--- src/rtl/pipelined_alu.sv ---
// Multi-cycle RV32I-style integer ALU with a valid/ready handshake on both sides.
// Single-cycle ops finish on acceptance; MUL/DIVU/REMU iterate one bit per cycle.
module pipelined_alu #(
  parameter int DATA_WIDTH = 32,
  parameter int CTRLSIG    = 4
) (
  input  logic                  clk,
  input  logic                  rst_n,
  input  logic                  in_valid,
  output logic                  in_ready,
  input  logic [CTRLSIG-1:0]    ALUctrl,
  input  logic [DATA_WIDTH-1:0] ALUop1,
  input  logic [DATA_WIDTH-1:0] ALUop2,
  output logic                  out_valid,
  input  logic                  out_ready,
  output logic [DATA_WIDTH-1:0] ALUout,
  output logic                  EQ
);

  localparam int SHW = $clog2(DATA_WIDTH);
  localparam int CW  = SHW + 1;

  localparam logic [CTRLSIG-1:0] OP_ADD  = CTRLSIG'(4'd0);
  localparam logic [CTRLSIG-1:0] OP_SUB  = CTRLSIG'(4'd1);
  localparam logic [CTRLSIG-1:0] OP_AND  = CTRLSIG'(4'd2);
  localparam logic [CTRLSIG-1:0] OP_OR   = CTRLSIG'(4'd3);
  localparam logic [CTRLSIG-1:0] OP_XOR  = CTRLSIG'(4'd4);
  localparam logic [CTRLSIG-1:0] OP_SLL  = CTRLSIG'(4'd5);
  localparam logic [CTRLSIG-1:0] OP_SRL  = CTRLSIG'(4'd6);
  localparam logic [CTRLSIG-1:0] OP_SRA  = CTRLSIG'(4'd7);
  localparam logic [CTRLSIG-1:0] OP_SLT  = CTRLSIG'(4'd8);
  localparam logic [CTRLSIG-1:0] OP_SLTU = CTRLSIG'(4'd9);
  localparam logic [CTRLSIG-1:0] OP_MUL  = CTRLSIG'(4'd10);
  localparam logic [CTRLSIG-1:0] OP_DIVU = CTRLSIG'(4'd11);
  localparam logic [CTRLSIG-1:0] OP_REMU = CTRLSIG'(4'd12);

  localparam logic [DATA_WIDTH-1:0] ZERO = {DATA_WIDTH{1'b0}};

  typedef enum logic [1:0] {
    ST_IDLE = 2'd0,
    ST_BUSY = 2'd1,
    ST_DONE = 2'd2
  } state_t;

  state_t                  state_q, state_d;
  logic [CTRLSIG-1:0]      op_q, op_d;
  logic [DATA_WIDTH-1:0]   op_a_q, op_a_d;   // MUL: multiplicand, DIV: dividend/quotient
  logic [DATA_WIDTH-1:0]   op_b_q, op_b_d;   // MUL: multiplier,   DIV: divisor
  logic [DATA_WIDTH-1:0]   acc_q, acc_d;     // MUL: partial sum,  DIV: partial remainder
  logic [CW-1:0]           cnt_q, cnt_d;
  logic [DATA_WIDTH-1:0]   alu_out_q, alu_out_d;
  logic                    eq_q, eq_d;
  logic                    out_valid_q, out_valid_d;

  logic [SHW-1:0]          shamt_s;
  logic [DATA_WIDTH-1:0]   alu_res_s;
  logic                    is_multi_s;
  logic [DATA_WIDTH-1:0]   mul_acc_s;
  logic [DATA_WIDTH:0]     div_sh_s;
  logic [DATA_WIDTH:0]     div_diff_s;
  logic                    div_ge_s;
  logic [DATA_WIDTH-1:0]   div_rem_s;
  logic [DATA_WIDTH-1:0]   div_quo_s;

  assign in_ready  = rst_n & (state_q == ST_IDLE);
  assign out_valid = out_valid_q;
  assign ALUout    = alu_out_q;
  assign EQ        = eq_q;

  assign shamt_s    = ALUop2[SHW-1:0];
  assign is_multi_s = (ALUctrl == OP_MUL) || (ALUctrl == OP_DIVU) || (ALUctrl == OP_REMU);

  // Single-cycle result from the live operands
  always_comb begin
    alu_res_s = ZERO;
    case (ALUctrl)
      OP_ADD:  alu_res_s = ALUop1 + ALUop2;
      OP_SUB:  alu_res_s = ALUop1 - ALUop2;
      OP_AND:  alu_res_s = ALUop1 & ALUop2;
      OP_OR:   alu_res_s = ALUop1 | ALUop2;
      OP_XOR:  alu_res_s = ALUop1 ^ ALUop2;
      OP_SLL:  alu_res_s = ALUop1 << shamt_s;
      OP_SRL:  alu_res_s = ALUop1 >> shamt_s;
      OP_SRA:  alu_res_s = $unsigned($signed(ALUop1) >>> shamt_s);
      OP_SLT:  alu_res_s = {{(DATA_WIDTH-1){1'b0}}, ($signed(ALUop1) < $signed(ALUop2))};
      OP_SLTU: alu_res_s = {{(DATA_WIDTH-1){1'b0}}, (ALUop1 < ALUop2)};
      default: alu_res_s = ZERO;
    endcase
  end

  // One shift-add / restoring-division step on the working registers
  always_comb begin
    mul_acc_s  = acc_q + (op_b_q[0] ? op_a_q : ZERO);
    div_sh_s   = {acc_q, op_a_q[DATA_WIDTH-1]};
    div_diff_s = div_sh_s - {1'b0, op_b_q};
    div_ge_s   = ~div_diff_s[DATA_WIDTH];
    div_rem_s  = div_ge_s ? div_diff_s[DATA_WIDTH-1:0] : div_sh_s[DATA_WIDTH-1:0];
    div_quo_s  = {op_a_q[DATA_WIDTH-2:0], div_ge_s};
  end

  // Next-state and datapath update
  always_comb begin
    state_d     = state_q;
    op_d        = op_q;
    op_a_d      = op_a_q;
    op_b_d      = op_b_q;
    acc_d       = acc_q;
    cnt_d       = cnt_q;
    alu_out_d   = alu_out_q;
    eq_d        = eq_q;
    out_valid_d = out_valid_q;
    case (state_q)
      ST_IDLE: begin
        if (in_valid) begin
          op_d = ALUctrl;
          eq_d = (ALUop1 == ALUop2);
          if (is_multi_s) begin
            op_a_d  = ALUop1;
            op_b_d  = ALUop2;
            acc_d   = ZERO;
            cnt_d   = CW'(DATA_WIDTH);
            state_d = ST_BUSY;
          end else begin
            alu_out_d   = alu_res_s;
            out_valid_d = 1'b1;
            state_d     = ST_DONE;
          end
        end else begin
          state_d = ST_IDLE;
        end
      end
      ST_BUSY: begin
        cnt_d = cnt_q - CW'(1);
        if (op_q == OP_MUL) begin
          acc_d  = mul_acc_s;
          op_a_d = op_a_q << 1;
          op_b_d = op_b_q >> 1;
        end else begin
          acc_d  = div_rem_s;
          op_a_d = div_quo_s;
        end
        if (cnt_q == CW'(1)) begin
          if (op_q == OP_MUL) begin
            alu_out_d = mul_acc_s;
          end else if (op_q == OP_DIVU) begin
            alu_out_d = div_quo_s;
          end else begin
            alu_out_d = div_rem_s;
          end
          out_valid_d = 1'b1;
          state_d     = ST_DONE;
        end else begin
          state_d = ST_BUSY;
        end
      end
      ST_DONE: begin
        if (out_ready) begin
          out_valid_d = 1'b0;
          state_d     = ST_IDLE;
        end else begin
          state_d = ST_DONE;
        end
      end
      default: begin
        out_valid_d = 1'b0;
        state_d     = ST_IDLE;
      end
    endcase
  end

  // State and datapath registers
  always_ff @(posedge clk or negedge rst_n) begin
    if (!rst_n) begin
      state_q     <= ST_IDLE;
      op_q        <= {CTRLSIG{1'b0}};
      op_a_q      <= ZERO;
      op_b_q      <= ZERO;
      acc_q       <= ZERO;
      cnt_q       <= {CW{1'b0}};
      alu_out_q   <= ZERO;
      eq_q        <= 1'b0;
      out_valid_q <= 1'b0;
    end else begin
      state_q     <= state_d;
      op_q        <= op_d;
      op_a_q      <= op_a_d;
      op_b_q      <= op_b_d;
      acc_q       <= acc_d;
      cnt_q       <= cnt_d;
      alu_out_q   <= alu_out_d;
      eq_q        <= eq_d;
      out_valid_q <= out_valid_d;
    end
  end

endmodule
--- config.mk ---
export PLATFORM = sky130hd
export DESIGN_NAME = pipelined_alu
export DESIGN_NICKNAME = d
export VERILOG_FILES = /design/src/rtl/pipelined_alu.sv
export SDC_FILE = /design/constraint.sdc
export NUM_CORES = 1
export LEC_CHECK = 0
export BUFFER_PORTS_ARGS = -buffer_cell sky130_fd_sc_hd__buf_4
export CAP_MARGIN = 20
export CORE_UTILIZATION = 50
export DETAILED_ROUTE_END_ITERATION = 16
export PLACE_DENSITY = 0.64
export SKIP_LAST_GASP = 1
export SLEW_MARGIN = 40
export SYNTH_ARGS = -nofsm -noshare
export SYNTH_HDL_FRONTEND = slang
export SYNTH_SLANG_ARGS = --single-unit
--- constraint.sdc ---
create_clock -name clk -period 4.9 [get_ports clk]
set_input_delay 0.98 -clock clk [delete_from_list [all_inputs] [get_ports clk]]
set_output_delay 0.98 -clock clk [all_outputs]
set_load 0.05 [all_outputs]
==> run metrics, run 1 <==
outcome=completed; layout cell share with drive strength beyond 1=11.8%; Finished Layout Cells=3,129; PD cells=442 mW/mm^2; asr flop ratio synth=100%; antenna cells=0; Max-slew headroom=44.5%; RePlAce Congestion=1.07; post-synthesis simple-gate area fraction=18.6%; later-pin clock latency in the skew report=0.44 ns; dpl ws=0.320 ns; Max clock buf depth=2; number of H-tree levels=4; Sw Share=52.9%; Final setup viols=0; Setup Fix Bufs, Post-CTS=0; reg2reg start=op_a_q[31]; internal power=4.41 mW; Residual DRC=0; Post-CTS Resized=0; Worst Setup Path Type=reg -> reg; CTS Root Cell=clkbuf_16; Hold Slack=0.459 ns; mapped cell area=0.0193 sq mm; multiplexer share of the synthesized area=10.3%; Synth area leaders=dfrtp_1 (18%), ha_1 (11%), a21oi_1 (7.0%); WP data arrival=4.63 ns; largest net degree at the start of global routing=110; GRT overflow=0; dpl cell area=0.0207 sq mm; CP endpoint kind=register; clock share of power=12.6%; Post-Synth XOR/XNOR Area=3.17%; Crit Reg-Reg Endpoint=ALUout[8]; metal2 WL=35.7 mm; Req. time, crit path=5.22 ns; fillers=3,710; Synth Area per Inst=7.48 sq um; post-synth top area share=18.4%; Initial Util=51.1%; row cnt=71; most frequent cells in the layout=nor2_1 (286), a21oi_1 (271), nand2_1 (248), buf_4 (178), o21ai_0 (169); synth warn=0; met1 WL=33.6 mm; DP HPWL=64.3 mm; Avg WL per Cell=26.8 microns; core region area=0.0378 sq mm; hold crit path type=in -> async; Slew Viols, Final=0; Startpoint Class=register; final-report hold violation count=0; slack of the critical path=0.590 ns; Die Ht=199 microns; max cap viols=0; I/O pins=107; Reg area=0.00355 sq mm; min cycle time layout=4.31 ns; Gate power share=63.1%; cell count after synthesis=2,584; area of the multi-input gates=0.0145 sq mm; cell count of the worst reg-to-reg path=14; Vias/cell=6.84; Max IR drop VDD=321 uV; RSZ-0062 raised after global routing=no; largest fanout on the critical path=25; Final ANT Viol Nets=0; Max Used Layer=met4; die area=0.0395 sq mm; Worst-path clk slew=0.06 ns; total placed cells including tap cells=3,097; CTS tree=yes; DRT iter0 DRCs=2,544; crit path from=op_a_q[31]; Buffers on Ports=106; final setup TNS=0 ns; post-synthesis compound-gate area fraction=31.4%; gr usage total=42.4%; dominant synthesized flop cell=dfrtp_1; Die W=199 microns; first-pass GRT wire length=126 mm; initial antenna violation count=0; Synth Area in Adders=11.2%; hold buffer count at cts=0; Area growth, synth to finish=9.76%; Total Routed Length=83.9 mm; worst reg2reg setup slack=0.59 ns; leakage=9.56 nW; post-synth cell types=85; commonest non-fill, non-tap cell in the layout=nor2_1; Sequential Power Share=24.4%; Final Net Count=2,848; Max Freq=232 MHz; DR pass1 iterations=6; number of CTS-inserted buffers=17; clk_skew=0.00819 ns; #FFs+latches synth=142; register area share after synthesis=18.4%; Post-Syn Nets=2,826; Synth area leader=dfrtp_1; design area=0.0212 sq mm; Vias=21,400; EDFF count, synth=0; worst-margin pin slew=0.831 ns; Tcrit/Tclk final=88.0%; largest family of logic cells by synthesized area=compound AO/OA/AOI/OAI gates; # clock sinks=142; WL met3=9.73 mm; vias in the first global route=20,000; Sw Pwr=4.97 mW
==> per-layer routing <==
layer / global-route usage (%) / vias to the layer above
met5: 0 / -
met4: 22.5 / 0
met3: 7.65 / 245
met2: 62.8 / 1450
met1: 58.6 / 10200
li1: - / 9551
==> cells in the mapped netlist, types with 38 or more instances <==
library cell / n
a211oi_1: 79
a21o_1: 48
a21oi_1: 271
a31oi_1: 38
and2_1: 46
clkbuf_1: 146
dfrtp_1: 142
ha_1: 166
inv_1: 161
mux2i_1: 71
mux4_2: 50
nand2_1: 250
nand3_1: 44
nor2_1: 287
o21ai_0: 169
xnor2_1: 45
==> power groups by stage <==
stage          Clock [mW]  Sequential (mW)  Combinational [mW]
6_report             1.18             2.28                5.92
3_3_place_gp            0             2.25                5.64
2_1_floorplan           0             2.48                3.70
5_1_grt              1.24             2.33                6.36
4_1_cts              1.19             2.25                5.75
3_5_place_dp            0             2.26                5.73
==> logic make-up (layout without fill, tap and decap cells) <==
group | after synthesis | count (layout)
DFF | 142 | 142
AOI/OAI and AO/OA | 925 | 925
and+or+nand+nor | 799 | 799
xor gates and xnor gates | 70 | 70
buffers and inverters | 344 | 378
adders and majority gates | 170 | 170
muxes | 134 | 134
==> critical path: stages, from the launching register on <==
cell and delay (ns):
dfrtp_1 0.37, inv_1 0.06, ha_1 0.17, inv_1 0.06, fa_1 0.40, a21o_1 0.25, o2111ai_1 0.21, a211oi_1 0.20
or4_4 0.49, a41oi_1 0.21, and3_2 0.45, buf_4 0.44, mux2i_1 0.34, a21oi_1 0.16, a221o_1 0.34
==> state kept, by name, indices dropped and copies added (netlist names) <==
| register | cells |
|---|---|
| cnt_q | 6 |
| op_b_q | 32 |
| ALUout | 32 |
| out_valid | 1 |
| op_a_q | 32 |
| state_q | 2 |
| acc_q | 32 |
| op_q | 4 |
| EQ | 1 |
==> area by class of cell <==
type	count	area share (%)
Tap cell	511	3.01
Inverter	164	2.90
Clock inverter	11	0.330
Timing Repair Buffer	183	6.73
Sequential cell	142	16.7
Clock buffer	20	2.10
Multi-Input combinational cell	2098	68.2
==> per-stage QoR <==
stage               util, %  power [mW]
floorplan                 -        6.18
global placement       54.7        7.89
detailed placement     54.7        7.99
CTS                    56.0        9.20
global route           56.1        9.93
finish                 56.1        9.38
==> how the worst max path moves through the flow <==
stage            endpoint  cells after the start
2_1_floorplan  ALUout[27]                     16
3_3_place_gp   ALUout[27]                     14
3_5_place_dp   ALUout[16]                     14
4_1_cts         ALUout[8]                     14
5_1_grt         ALUout[4]                     15
6_report        ALUout[8]                     14
Power figures use the tool's default switching activity.
==> run 2: changes to the inputs <==
CORE_MARGIN = 2   (was not set)
==> run metrics, run 2 (synthesis results as in run 1) <==
outcome=completed (unchanged); first-pass GRT wire length=129 mm (was 126 mm); Max-slew headroom=42.4% (was 44.5%); number of H-tree levels=4 (unchanged); Setup Fix Bufs, Post-CTS=0 (unchanged); Max Freq=223 MHz (was 232 MHz); Final setup viols=0 (unchanged); CP endpoint kind=register (unchanged); Avg WL per Cell=27.4 microns (was 26.8 microns); hold buffer count at cts=0 (unchanged); hold crit path type=in -> async (unchanged); I/O pins=107 (unchanged); Final Net Count=2,847 (was 2,848); RePlAce Congestion=1.01 (was 1.07); RSZ-0062 raised after global routing=no (unchanged); largest net degree at the start of global routing=127 (was 110); later-pin clock latency in the skew report=0.45 ns (was 0.44 ns); row cnt=72 (was 71); total placed cells including tap cells=3,104 (was 3,097); DP HPWL=65.8 mm (was 64.3 mm); clk_skew=0.00922 ns (was 0.00819 ns); die area=0.0403 sq mm (was 0.0395 sq mm); CTS Root Cell=clkbuf_16 (unchanged); Finished Layout Cells=3,136 (was 3,129); final-report hold violation count=0 (unchanged); Req. time, crit path=5.23 ns (was 5.22 ns); vias in the first global route=20,200 (was 20,000); worst-margin pin slew=0.853 ns (was 0.831 ns); Startpoint Class=input port (was register); cell count of the worst reg-to-reg path=14 (unchanged); area of the multi-input gates=0.0145 sq mm (unchanged); Worst-path clk slew=0.06 ns (about the same); Reg area=0.00355 sq mm (unchanged); DRT iter0 DRCs=2,602 (was 2,544); DR pass1 iterations=9 (was 6); Post-CTS Resized=0 (unchanged); slack of the critical path=0.410 ns (was 0.590 ns); leakage=9.57 nW (was 9.56 nW); GRT overflow=0 (unchanged); gr usage total=42.0% (was 42.4%); Total Routed Length=85.9 mm (was 83.9 mm); Worst Setup Path Type=in -> reg (was reg -> reg); initial antenna violation count=1 (was 0); layout cell share with drive strength beyond 1=11.7% (was 11.8%); Die W=201 microns (was 199 microns); fillers=3,726 (was 3,710); worst reg2reg setup slack=0.52 ns (was 0.59 ns); Buffers on Ports=106 (unchanged); Die Ht=201 microns (was 199 microns); number of CTS-inserted buffers=17 (unchanged); Area growth, synth to finish=9.94% (was 9.76%); commonest non-fill, non-tap cell in the layout=nor2_1 (unchanged); # clock sinks=142 (unchanged); Vias=21,500 (was 21,400); WP data arrival=4.82 ns (was 4.63 ns); Final ANT Viol Nets=0 (unchanged); core region area=0.0384 sq mm (was 0.0378 sq mm); most frequent cells in the layout=nor2_1 (285), a21oi_1 (271), nand2_1 (249), buf_4 (175), o21ai_0 (169) (was nor2_1 (286), a21oi_1 (271), nand2_1 (248), buf_4 (178), o21ai_0 (169)); largest fanout on the critical path=6 (was 25); max cap viols=0 (unchanged); Initial Util=50.4% (was 51.1%); Max IR drop VDD=306 uV (was 321 uV); Vias/cell=6.87 (was 6.84); min cycle time layout=4.49 ns (was 4.31 ns); CTS tree=yes (unchanged); final setup TNS=0 ns (unchanged); Residual DRC=0 (unchanged); Max clock buf depth=2 (unchanged); Tcrit/Tclk final=91.6% (was 88.0%); dpl ws=0.177 ns (was 0.320 ns); PD cells=444 mW/mm^2 (was 442 mW/mm^2); Slew Viols, Final=0 (unchanged); antenna cells=0 (unchanged)
## run 2: power breakdown
part / leakage [nW] / total, mW / switching, mW / internal, mW
clock network: 0.260 / 1.25 / 0.545 / 0.709
logic: 7.54 / 5.87 / 3.82 / 2.05
registers: 1.77 / 2.30 / 0.608 / 1.69
## run 2: final cells by class
| type | count | area share, % |
|---|---|---|
| Clock buffer | 22 | 2.14 |
| Sequential cell | 142 | 16.7 |
| Multi-Input combinational cell | 2098 | 68.1 |
| Tap cell | 518 | 3.05 |
| Clock inverter | 10 | 0.424 |
| Inverter | 164 | 2.90 |
| Timing Repair Buffer | 182 | 6.71 |
## run 2: path summary, 6_finish.rpt
kind                                 from    endpoint
worst min-delay path                rst_n    acc_q[3]
worst min register to register         EQ          EQ
worst max register to register  op_b_q[0]   ALUout[3]
max in group asynchronous           rst_n   ALUout[4]
worst max-delay path            ALUop1[0]  ALUout[16]
min in group clk                       EQ          EQ
## run 2: critical path, stage by stage
cell       delay (ns)
buf_4            0.18
ha_1             0.34
fa_1             0.48
a211oi_1         0.24
o21ai_0          0.26
o22ai_1          0.41
a21boi_1         0.25
a21oi_1          0.26
o21bai_1         0.10
xnor2_1          0.13
a2111oi_0        0.75
a31oi_1          0.24
o22a_1           0.20
## run 2: through the flow
stage	util (%)	power, mW	area (sq um)	hold WS (ns)
2_1_floorplan	-	6.18	19300	0.452
3_3_place_gp	54.0	7.87	20700	0.466
3_5_place_dp	54.0	7.98	20700	0.490
4_1_cts	55.4	9.26	21300	0.482
5_1_grt	55.4	9.96	21300	0.501
6_report	55.4	9.43	21300	0.454
## run 2: layer usage
layer	GRT usage [%]	part of all wire, %	vias up	routed length [microns]
li1	-	-	9554	-
met1	57.4	40	10300	34700
met2	64.0	43	1418	37100
met3	6.67	10	258	8810
met4	22.1	6.1	2	5230
met5	0	0.010	-	9
